===== src/rtl/instr_fetch.sv =====
`timescale 1ns/1ps
// Instruction fetch unit.
// Drives word-aligned read requests to instruction memory, captures the
// returned word into a one-entry holding register and presents it to the
// decoder with a valid/ready handshake. Branch/jump redirects replace the
// fetch pc and squash any word returned or held in the same cycle.
//
// Optional feature: define FETCH_MISALIGN_CHECK_EN to trap redirects whose
// target is not word aligned. The unit then parks in a fault state with
// fetch_fault set until the next reset. Without the macro, misaligned
// targets are silently rounded down to the enclosing word and fetch_fault
// is tied low.
module instr_fetch #(
    parameter logic [31:0] RESET_PC = 32'h0000_0000
) (
    input  logic        clk,
    input  logic        rst_n,

    // Instruction memory read port
    output logic        imem_req,
    output logic [31:0] imem_addr,
    input  logic        imem_ack,
    input  logic [31:0] imem_rdata,

    // Control-flow redirect from execute
    input  logic        redirect_valid,
    input  logic [31:0] redirect_pc,

    // Decoder handshake
    output logic        inst_valid,
    input  logic        inst_ready,
    output logic [31:0] instruction,
    output logic [31:0] inst_pc,

    output logic        fetch_fault
);

    localparam logic [31:0] NOP = 32'h0000_0013;

    typedef enum logic [1:0] {
        S_IDLE,
        S_FETCH,
        S_HOLD,
        S_FAULT
    } state_t;

    state_t      state_q, state_d;
    logic [31:0] pc_q, pc_d;
    logic [31:0] instr_q, instr_d;
    logic [31:0] inst_pc_q, inst_pc_d;

    // Word-aligned redirect target. Subtracting the low bits rounds down to
    // the enclosing word while keeping every bit of redirect_pc in use.
    logic [31:0] redirect_target;
    assign redirect_target = redirect_pc - {30'b0, redirect_pc[1:0]};

`ifdef FETCH_MISALIGN_CHECK_EN
    logic fault_q, fault_d;
    logic redirect_misaligned;
    assign redirect_misaligned = |redirect_pc[1:0];
`endif

    // State, pc and holding registers; reset forces a clean idle state.
    always_ff @(posedge clk or negedge rst_n) begin
        if (!rst_n) begin
            state_q   <= S_IDLE;
            pc_q      <= RESET_PC;
            instr_q   <= NOP;
            inst_pc_q <= RESET_PC;
        end else begin
            state_q   <= state_d;
            pc_q      <= pc_d;
            instr_q   <= instr_d;
            inst_pc_q <= inst_pc_d;
        end
    end

`ifdef FETCH_MISALIGN_CHECK_EN
    // Sticky fault flag; only reset clears it.
    always_ff @(posedge clk or negedge rst_n) begin
        if (!rst_n) begin
            fault_q <= 1'b0;
        end else begin
            fault_q <= fault_d;
        end
    end
`endif

    // Next-state logic. Redirect outranks both memory ack and decoder ready.
    always_comb begin
        state_d   = state_q;
        pc_d      = pc_q;
        instr_d   = instr_q;
        inst_pc_d = inst_pc_q;
`ifdef FETCH_MISALIGN_CHECK_EN
        fault_d   = fault_q;
`endif

        case (state_q)
            S_IDLE: begin
                state_d = S_FETCH;
            end

            S_FETCH: begin
                if (redirect_valid) begin
`ifdef FETCH_MISALIGN_CHECK_EN
                    if (redirect_misaligned) begin
                        state_d = S_FAULT;
                        fault_d = 1'b1;
                    end else begin
                        pc_d    = redirect_target;
                        state_d = S_FETCH;
                    end
`else
                    pc_d    = redirect_target;
                    state_d = S_FETCH;
`endif
                end else if (imem_ack) begin
                    // Only place the read data is ever sampled.
                    instr_d   = imem_rdata;
                    inst_pc_d = pc_q;
                    pc_d      = pc_q + 32'd4;
                    state_d   = S_HOLD;
                end
            end

            S_HOLD: begin
                if (redirect_valid) begin
                    // The held word is dropped: inst_valid falls with the
                    // state change, the stale contents are never presented.
`ifdef FETCH_MISALIGN_CHECK_EN
                    if (redirect_misaligned) begin
                        state_d = S_FAULT;
                        fault_d = 1'b1;
                    end else begin
                        pc_d    = redirect_target;
                        state_d = S_FETCH;
                    end
`else
                    pc_d    = redirect_target;
                    state_d = S_FETCH;
`endif
                end else if (inst_ready) begin
                    state_d = S_FETCH;
                end
            end

            S_FAULT: begin
                // Terminal until reset; redirects and acks are ignored.
                state_d = S_FAULT;
            end

            default: begin
                state_d = S_IDLE;
            end
        endcase
    end

    // Outputs decode straight from registers, so nothing glitches in reset.
    assign imem_req    = (state_q == S_FETCH);
    assign imem_addr   = pc_q;
    assign inst_valid  = (state_q == S_HOLD);
    assign instruction = instr_q;
    assign inst_pc     = inst_pc_q;

`ifdef FETCH_MISALIGN_CHECK_EN
    assign fetch_fault = fault_q;
`else
    assign fetch_fault = 1'b0;
`endif

endmodule


===== config.mk =====
export PLATFORM = sky130hd
export DESIGN_NAME = instr_fetch
export DESIGN_NICKNAME = d
export VERILOG_FILES = /design/src/rtl/instr_fetch.sv
export SDC_FILE = /design/constraint.sdc
export NUM_CORES = 1
export LEC_CHECK = 0
export BUFFER_PORTS_ARGS = -buffer_cell sky130_fd_sc_hd__buf_2
export CORE_UTILIZATION = 49
export CTS_CLUSTER_SIZE = 8
export DETAILED_ROUTE_END_ITERATION = 8
export PLACE_DENSITY_LB_ADDON = 0.2
export RECOVER_POWER = 100
export SYNTH_ARGS = -nofsm -noshare
export SYNTH_HDL_FRONTEND = slang
export SYNTH_SLANG_ARGS = --single-unit

===== constraint.sdc =====
create_clock -name clk -period 2.25 [get_ports clk]
set_input_delay 0.225 -clock clk [delete_from_list [all_inputs] [get_ports clk]]
set_output_delay 0.225 -clock clk [all_outputs]
set_load 0.005 [all_outputs]

==> results.yml, run 1 <==
outcome:
  outcome: "completed"
clocking:
  cts_root_buffer: "clkbuf_8"
  h-tree-depth: 3
  cts_made_buffers: 9
  clk_latency_ns: 0.35
  clock-sinks: 94
  clk_path_buf_depth: 2
  path_clk_slew_ns: 0.09
  tritoncts: "yes"
final_layout:
  final_cell_area_mm2: 0.00543
  drive_gt1_frac: 0.206
  synthToLayoutAreaGrowth_pct: 24.0
  num_antenna_cells: 0
  n_fill_cell: 799
  fin_nets: 743
route:
  firstDrtPassIters: 5
  wl_um: 11300
  drtIter0Drc: 138
  drc: 0
  post_drt_wl_per_cell_um: 14.4
  viasPerCell: 5.28
  vias: 4152
  ant_nets: 0
placement:
  gp_congestion: 0.869
  hpwl_um: 8130
  io_buffers: 160
  placed_cell_area_mm2: 0.00536
logic_synthesis:
  ys_ff_latch: 94
  syn_area_per_cell_um2: 8.48
  ys.flop_type: "dfrtp_1"
  ys_types: 45
  synth_edf_count: 0
  synth-async-reset-ratio: 1.00
  synth_cells: 516
  ys_seq_area_frac: 0.538
  syn_area_mm2: 0.00438
  yosys_warnings: 0
critical_path:
  critPathArrivalTime_ns: 2.28
  startpoint: "state_q[0]$_DFFE_PN0P_"
  path_cells: "nand2b_1, inv_2, o2bb2ai_2, clkbuf_2, and3_1, a21oi_1, o311ai_0"
  start_kind: "flop"
  cp-end-kind: "flop"
  worstPathRequired_ns: 2.46
  crit_slowest_cell: "dfrtp_1"
  worst-path-buf-inv: 2
  worstReg2RegStart: "state_q[0]$_DFFE_PN0P_"
  slowest_delay_ns: 0.44
  crit_fanout: 31
  cpLargestDelayFamily: "simple AND/OR/NAND/NOR gates"
  path_class: "reg -> reg"
power:
  switchingPower_w: 0.00250
  max-vdd-ir-drop_uv: 659
  power_density_mw_per_mm2: 1210
  power.share.clock: 0.177
  switching_share: 0.381
  seq_power_share: 0.485
  combPwrFrac: 0.338
  p_int_w: 0.00406
  p_leak_nw: 2.72
run:
  maxCapViolCount: 0
global_routing:
  grt_usage: 0.247
  overflow: 0
  antenna_found_initial: 0
  first_global_vias: 3755
  grt_pass1_wl_um: 17600
  grt_start_max_net_pins: 39
timing:
  skew_ns: 0.0110
  slew_violations: 0
  rsz0062_at_grt: "no"
  hold_viol: 0
  setup_tns_ns: 0
  worstMarginPinSlew_ns: 0.911
  max_slew_margin: 0.393
  fin_crit_ns: 2.06
  setup_violations: 0
  fmaxAchievable_ghz: 0.484
  finalCritPeriodShare: 0.918
floorplanning:
  coreArea_mm2: 0.00868
  ios: 168
  die_x_um: 96.5
  die_h_um: 96.5
  start_util: 0.504
  rows: 34
  dieArea_mm2: 0.00931
worst_hold_path:
  holdCritStartpoint: "imem_rdata[0]"
  hold_class: "in -> reg"
==> metal layers <==
metal,GRT usage,share of wire,up-vias
met2,0.407,0.47,147
met1,0.322,0.45,1954
met3,0.0610,0.074,8
met4,0.0686,0.0082,0
met5,0,0,-
li1,-,-,2043
==> per-stage QoR <==
stage               utilization  instances  setup slack (ns)  hold WS [ns]  power [W]
global route              0.625        786            0.0264        0.0269    0.00715
global placement          0.617        769             0.313         0.216    0.00548
CTS                       0.642        786             0.198        0.0241    0.00679
detailed placement        0.617        769             0.222         0.223    0.00561
floorplan                     -        520             0.354       -0.0706    0.00431
finish                    0.625        786             0.185        0.0437    0.00656
==> area by class of cell <==
cell class,count,area [um^2],share of cell area
Inverter,5,18.8,0.00346
Clock buffer,12,155,0.0286
Clock inverter,4,53.8,0.00991
Sequential cell,94,2360,0.434
Timing Repair Buffer,179,837,0.154
Multi-Input combinational cell,384,1870,0.345
Tap cell,108,135,0.0249
==> kinds of logic (layout without fill, tap and decap cells) <==
family / after synthesis / in the layout / synth area share
adders and majority gates: 1 / 1 / 0.00286
other: 1 / 5 / 0.000857
DFF: 94 / 94 / 0.538
AOI/OAI and AO/OA: 95 / 95 / 0.136
buffers and inverters: 42 / 200 / 0.0432
and+or+nand+nor: 283 / 283 / 0.279
==> worst paths after layout <==
| path | slack (ns) | endpoint | cells after the start |
|---|---|---|---|
| max in group asynchronous | 0.41 | imem_addr[19]$_DFFE_PN0P_ | 3 |
| min in group asynchronous | 0.53 | instruction[28]$_DFFE_PN0P_ | 2 |
| setup / recovery | 0.19 | imem_addr[30]$_DFFE_PN0P_ | 7 |
| setup reg to reg | 0.19 | imem_addr[30]$_DFFE_PN0P_ | 7 |
| hold reg to reg | 0.47 | instruction[0]$_DFFE_PN1P_ | 2 |
| hold / removal | 0.04 | instruction[0]$_DFFE_PN1P_ | 3 |
==> cells in the mapped netlist, types with 3 or more instances <==
library cell,n,share of area
and3_1,10,0.014
buf_2,9,0.010
o22a_1,5,0.010
a31oi_1,3,0.0043
dfstp_2,3,0.018
dfrtp_1,91,0.52
inv_1,4,0.0034
clkbuf_1,20,0.017
o22ai_1,11,0.016
nor2_1,17,0.015
a2bb2oi_1,7,0.014
buf_4,5,0.0086
nand3_1,14,0.016
nand2b_1,7,0.010
or3_1,3,0.0043
a21oi_1,34,0.039
nand2_1,207,0.18
nor3_1,7,0.0080
nand4_1,7,0.010
o21ai_0,17,0.019
==> worst register-to-register path, stage by stage, from the launching register on <==
cell       delay [ns]
dfrtp_1          0.44
nand2b_1         0.22
inv_2            0.11
o2bb2ai_2        0.15
clkbuf_2         0.41
and3_1           0.35
a21oi_1          0.12
o311ai_0         0.13
==> power groups by stage <==
stage | Sequential, W | Clock, W | Combinational, W
after global routing | 0.00330 | 0.00128 | 0.00257
after CTS | 0.00316 | 0.00120 | 0.00243
after floorplan | 0.00319 | 0 | 0.00112
after detailed placement | 0.00319 | 0 | 0.00242
after global placement | 0.00314 | 0 | 0.00234
final | 0.00318 | 0.00116 | 0.00222
==> placed cells by master, fill, tap and decap left out, drive strengths merged, types with 2 or more instances in the layout <==
cell type    n
a31oi        3
nand2b       7
nand3       16
a21o         2
o21bai       2
dfstp        3
a2bb2oi      7
nand4        7
conb         5
nor2        17
o21ai       17
or4          2
nand2      208
a22oi        2
o22a         5
buf        104
clkbuf      86
clkinvlp     2
or3          3
nor3         7
and4         2
and3        10
dfrtp       91
o211ai       2
a41oi        2
a21oi       34
o22ai       11
nor4         3
inv          6
==> flip-flops by register name (all words and copies together) (netlist names) <==
signal / count
inst_pc: 30
imem_addr: 30
state_q: 2
instruction: 32
==> what timing repair did <==
item                                   in CTS  in global routing
gates resized for setup                     0                  0
endpoints found under the hold margin      35                  0
hold buffers                                1                  0
setup buffers                               0                  0
Power figures use the tool's default switching activity.
==> run 2: changes to the inputs <==
CORE_UTILIZATION = 44   (was 49)
SETUP_SLACK_MARGIN = 0.02   (was not set)
clock period = 1.7 ns   (was 2.25 ns; I/O delays follow)
==> run 2 against run 1 <==
Compared with the run above: first-iteration DRC count fell by 8.7%; clock skew rose by 0.0036 ns; core utilization rose by 1.5 points; critical path depth fell by 2; highest routed layer is now met5; count of clock-buffer cells in the layout fell by 2; final cell count rose by 12%; worst setup slack got worse by 0.19 ns; clock power rose by 30%; hold slack got worse by 0.021 ns; critical endpoint is now imem_addr[24]$_DFFE_PN0P_; combinational power rose by 73%; the flow now finishes with violations (negative setup slack); power rose by 42%.
==> results.yml, run 2 (synthesis gave the netlist of run 1 again) <==
outcome:
  outcome: "finished with violations"
  violations: "negative setup slack"
run:
  maxCapViolCount: 0
power:
  power.share.clock: 0.162
  seq_power_share: 0.427
  power_density_mw_per_mm2: 1500
  switchingPower_w: 0.00357
  p_leak_nw: 3.09
  combPwrFrac: 0.411
  switching_share: 0.383
  p_int_w: 0.00575
  max-vdd-ir-drop_uv: 687
final_layout:
  largest_register_ffs: 32
  fin_util: 0.640
  num_antenna_cells: 0
  fin_nets: 812
  mostFrequentLayoutCell: "nand2_1"
  drive_gt1_frac: 0.269
  n_fill_cell: 870
  final_cell_area_mm2: 0.00620
  synthToLayoutAreaGrowth_pct: 41.6
  instances_no_fill: 880
  final_cell_mix: "nand2_1 (206), buf_2 (116), dfrtp_1 (89), clkbuf_1 (60), buf_4 (34)"
critical_path:
  worstReg2RegStart: "imem_addr[17]$_DFFE_PN0P_"
  critPathArrivalTime_ns: 2.00
  r2r_end: "imem_addr[24]$_DFFE_PN0P_"
  worstPathRequired_ns: 2.00
  r2r_setup_slack_ns: -0.006
  path_class: "reg -> reg"
  startpoint: "imem_addr[17]$_DFFE_PN0P_"
  endpoint: "imem_addr[24]$_DFFE_PN0P_"
  crit_fanout: 8
  cp-end-kind: "flop"
  start_kind: "flop"
  r2r_cells: 5
route:
  post_drt_wl_per_cell_um: 14.4
  viasPerCell: 5.00
  drc: 0
  firstDrtPassIters: 5
  vias: 4399
  ant_nets: 0
  wl_um: 12700
  drtIter0Drc: 126
timing:
  setup_ws_ns: -0.00571
  finalCritPeriodShare: 1.00
  setup_violations: 1
  rsz0062_at_grt: "yes"
  max_slew_margin: 0.201
  worstMarginPinSlew_ns: 1.20
  hold_viol: 0
  hold_slack_ns: 0.0223
  fin_crit_ns: 1.71
  fmaxAchievable_ghz: 0.586
  slew_violations: 0
  skew_ns: 0.0145
clocking:
  clk_path_buf_depth: 2
  clk_latency_ns: 0.36
  tritoncts: "yes"
  cts_root_buffer: "clkbuf_8"
  path_clk_slew_ns: 0.10
  h-tree-depth: 3
  clock-sinks: 94
  cts_made_buffers: 9
global_routing:
  grt_start_max_net_pins: 95
  grt_pass1_wl_um: 19800
  first_global_vias: 4167
  overflow: 0
  grt_usage: 0.248
  antenna_found_initial: 1
placement:
  hpwl_um: 8430
  dp_cells: 826
  placed_cell_area_mm2: 0.00568
  io_buffers: 160
  gp_congestion: 0.824
floorplanning:
  ios: 168
  rows: 36
  start_util: 0.452
  coreArea_mm2: 0.00968
  dieArea_mm2: 0.0103
  die_x_um: 102
  die_h_um: 102
worst_hold_path:
  hold_class: "in -> reg"
==> run 2: cell count changes in the layout (fill, tap and decap cells not counted), moves of 3 or more <==
cell	change
clkbuf_1	-6
clkbuf_2	-8
buf_2	+18
nand3_1	-3
buf_4	+28
a21oi_1	-3
dlygate4sd3_1	+30
buf_12	+3
buf_6	+4
a21oi_2	+3
==> run 2: how the worst min path moves through the flow <==
stage / start / slack, ns / to / depth (start not counted)
floorplan: rst_n / -0.13 / imem_addr[10]$_DFFE_PN0P_ / 0
global placement: rst_n / 0.26 / instruction[30]$_DFFE_PN0P_ / 2
detailed placement: rst_n / 0.26 / instruction[30]$_DFFE_PN0P_ / 2
CTS: imem_rdata[23] / 0.003 / instruction[23]$_DFFE_PN0P_ / 3
global route: imem_rdata[23] / 0.007 / instruction[23]$_DFFE_PN0P_ / 3
finish: imem_rdata[23] / 0.02 / instruction[23]$_DFFE_PN0P_ / 3
==> run 2: cell type report <==
class / count / area [um^2] / share of cell area
clock buffer: 10 / 128 / 0.0206
clock inverter: 6 / 68.8 / 0.0111
timing repair buffer: 248 / 1480 / 0.239
multi-input combinational: 384 / 1980 / 0.319
tap: 133 / 166 / 0.0269
sequential: 94 / 2360 / 0.381
inverter: 5 / 18.8 / 0.00303
==> run 2: critical path, cell delays in order, from the launching register on <==
cell     delay [ns]
dfrtp_1        0.43
and3_1         0.20
and3_1         0.40
nand2_4        0.10
or4_1          0.42
nand3_1        0.09
==> run 2: metal layers <==
metal / global-route usage / vias up / wire, um
met2: 0.430 / 125 / 6340
li1: - / 2175 / -
met1: 0.312 / 2087 / 5570
met5: 0 / - / 18
met4: 0.0747 / 2 / 99
met3: 0.0490 / 10 / 650
==> run 2: power by group through the flow <==
stage | Sequential, W | Combinational, W | Clock, W
finish | 0.00398 | 0.00383 | 0.00151
global route | 0.00411 | 0.00436 | 0.00164
CTS | 0.00395 | 0.00407 | 0.00156
detailed placement | 0.00399 | 0.00397 | 0
global placement | 0.00394 | 0.00388 | 0
floorplan | 0.00425 | 0.00150 | 0
==> run 2: what timing repair did <==
item,CTS,global route
hold buffers,31,0
pin swaps,0,6
endpoints found under the setup margin,7,17
setup buffers,5,2
hold endpoints to repair,121,0
resized for setup,6,12
==> run 2: metrics by stage <==
stage | setup TNS, ns | power (W) | worst slack (ns)
6_report | -0.00571 | 0.00932 | -0.00571
5_1_grt | -0.701 | 0.0101 | -0.0880
4_1_cts | 0 | 0.00959 | 0.0109
3_5_place_dp | 0 | 0.00796 | 0.00294
3_3_place_gp | 0 | 0.00782 | 0.0282
2_1_floorplan | -0.174 | 0.00576 | -0.0870
==> run 3: changes to the inputs <==
--- a/config.mk
+++ b/config.mk
@@ -8,4 +8,5 @@
 export BUFFER_PORTS_ARGS = -buffer_cell sky130_fd_sc_hd__buf_2
 export CORE_UTILIZATION = 44
+export CTS_CLUSTER_DIAMETER = 30
 export CTS_CLUSTER_SIZE = 8
 export DETAILED_ROUTE_END_ITERATION = 8
==> constraint.sdc (replaced) <==
create_clock -name clk -period 1.7 [get_ports clk]
set_input_delay 0.34 -clock clk [delete_from_list [all_inputs] [get_ports clk]]
set_output_delay 0.34 -clock clk [all_outputs]
set_load 0.005 [all_outputs]
==> run 3 against run 2 <==
Compared with the run above: the flow now finishes without violations; design area grew 0.16%; register-to-register slack better by 0.05 ns; die area did not move; count of clock-buffer cells in the layout did not move; fmax rose by 3.3%; sequential cell count stayed put; power grew 5.7%; via count increased by 0.36%; critical endpoint is now imem_addr[31]$_DFFE_PN0P_.
==> results.yml, run 3 (synthesis gave the netlist of run 1 again) <==
power:
  power.share.clock: 0.173
  combPwrFrac: 0.421
  switching_share: 0.376
  max-vdd-ir-drop_uv: 644
  p_leak_nw: 3.13
  seq_power_share: 0.406
  power_density_mw_per_mm2: 1590
  p_int_w: 0.00615
  switchingPower_w: 0.00371
clocking:
  tritoncts: "yes"
  cts_made_buffers: 9
  h-tree-depth: 3
  clock-sinks: 94
  path_clk_slew_ns: 0.10
  clk_latency_ns: 0.37
  cts_root_buffer: "clkbuf_8"
  clk_path_buf_depth: 2
timing:
  slew_violations: 0
  hold_slack_ns: 0.146
  max_slew_margin: 0.474
  rsz0062_at_grt: "yes"
  fmaxAchievable_ghz: 0.606
  worstMarginPinSlew_ns: 0.789
  setup_tns_ns: 0
  skew_ns: 0.0133
  finalCritPeriodShare: 0.971
  hold_viol: 0
  setup_violations: 0
  fin_crit_ns: 1.65
critical_path:
  critPathArrivalTime_ns: 1.94
  path_cells: "buf_6, nand4_1, nor4_4, buf_6, nand4_1, a21oi_1, a2bb2oi_1"
  r2r_setup_slack_ns: 0.05
  crit_slowest_cell: "dfrtp_2"
  cp-end-kind: "flop"
  path_class: "reg -> reg"
  crit_fanout: 5
  start_kind: "flop"
  worstPathRequired_ns: 1.99
  r2r_cells: 7
  slowest_delay_ns: 0.40
global_routing:
  use_met1: 0.306
  grt_util_met2: 0.411
  grtUsageMet3: 0.0442
  antenna_found_initial: 0
  overflow: 0
  grt_usage: 0.244
  grt_pass1_wl_um: 19300
  grt_start_max_net_pins: 47
  top_usage_layer: "met2"
  first_global_vias: 4051
floorplanning:
  coreArea_mm2: 0.00968
  die_x_um: 102
  rows: 36
  start_util: 0.452
  ios: 168
  dieArea_mm2: 0.0103
  die_h_um: 102
final_layout:
  drive_gt1_frac: 0.328
  instances_no_fill: 864
  mostFrequentLayoutCell: "nand2_1"
  fin_nets: 796
  num_antenna_cells: 0
  largest_register_ffs: 32
  final_cell_mix: "nand2_1 (206), buf_2 (116), dfrtp_1 (88), buf_4 (52), clkbuf_1 (44)"
  synthToLayoutAreaGrowth_pct: 41.9
outcome:
  outcome: "completed"
placement:
  io_buffers: 160
  hpwl_um: 8790
  dp_cells: 829
  gp_congestion: 0.894
run:
  maxCapViolCount: 0
worst_hold_path:
  hold_class: "in -> reg"
  hold_depth: 3
route:
  drtIter0Drc: 131
  drc: 0
  ant_nets: 0
  viasPerCell: 5.11
  firstDrtPassIters: 4
  wl_um: 12600
  post_drt_wl_per_cell_um: 14.6
  vias: 4415
## run 3: cell types whose count changed in the layout (fill, tap and decap cells not counted), moves of 2 or more
cell | before | now
dlygate4sd3_1 | 31 | 1
a2bb2oi_2 | 1 | 3
a2bb2oi_1 | 6 | 4
nand3_4 | 1 | 5
buf_6 | 4 | 12
buf_1 | 0 | 2
clkbuf_1 | 60 | 44
o21ai_0 | 17 | 15
buf_4 | 34 | 52
nand3_1 | 12 | 8
## run 3: worst paths after layout
check / startpoint / endpoint
worst max register to register: imem_addr[2]$_DFFE_PN0P_ / imem_addr[31]$_DFFE_PN0P_
min in group asynchronous: rst_n / imem_addr[6]$_DFFE_PN0P_
worst min register to register: instruction[4]$_DFFE_PN1P_ / instruction[4]$_DFFE_PN1P_
worst max-delay path: imem_addr[2]$_DFFE_PN0P_ / imem_addr[31]$_DFFE_PN0P_
worst min-delay path: imem_rdata[1] / instruction[1]$_DFFE_PN1P_
max in group asynchronous: rst_n / imem_addr[3]$_DFFE_PN0P_
## run 3: through the flow
stage	instance area [um^2]	setup WS, ns	utilization	power [W]
finish	6210	0.0492	0.641	0.00985
global route	6210	-0.103	0.641	0.0106
CTS	6030	-0.00937	0.622	0.00976
detailed placement	5730	-0.00914	0.591	0.00802
global placement	5730	0.0117	0.591	0.00784
floorplan	4420	-0.0870	-	0.00576
## run 3: power groups by stage
stage	logic (W)	clock network (W)	registers (W)
3_5_place_dp	0.00403	0	0.00399
3_3_place_gp	0.00392	0	0.00392
4_1_cts	0.00408	0.00174	0.00395
5_1_grt	0.00465	0.00184	0.00414
2_1_floorplan	0.00150	0	0.00425
6_report	0.00415	0.00171	0.00400
## run 3: repair_timing
| action | 4_1_cts | 5_1_grt |
|---|---|---|
| endpoints found under the hold margin | 27 | 0 |
| setup buffers | 7 | 10 |
| pin swaps | 4 | 20 |
| cloned | 0 | 1 |
| resized for setup | 2 | 42 |
| endpoints found under the setup margin | 55 | 37 |
| hold buffers | 1 | 0 |
## run 3: layout make-up
| type | count | area [um^2] |
|---|---|---|
| fill | 843 | 3480 |
| sequential | 94 | 2360 |
| multi-input combinational | 384 | 2060 |
| timing repair buffer | 232 | 1370 |
| tap | 133 | 166 |
| clock buffer | 10 | 138 |
| clock inverter | 6 | 93.8 |
| inverter | 5 | 18.8 |
## run 3: metal layers
metal	part of all wire	wire length, um
met1	0.43	5470
met2	0.49	6170
met3	0.053	668
met4	0.024	299
met5	0	0
## run 3: critical path: cells and delay by family (launching register included)
kind / cells / cell delay [ns]
AND/OR/NAND/NOR: 3 / 0.55
AO/OA/AOI/OAI: 2 / 0.34
buffers and inverters: 2 / 0.27
flip-flops: 1 / 0.40
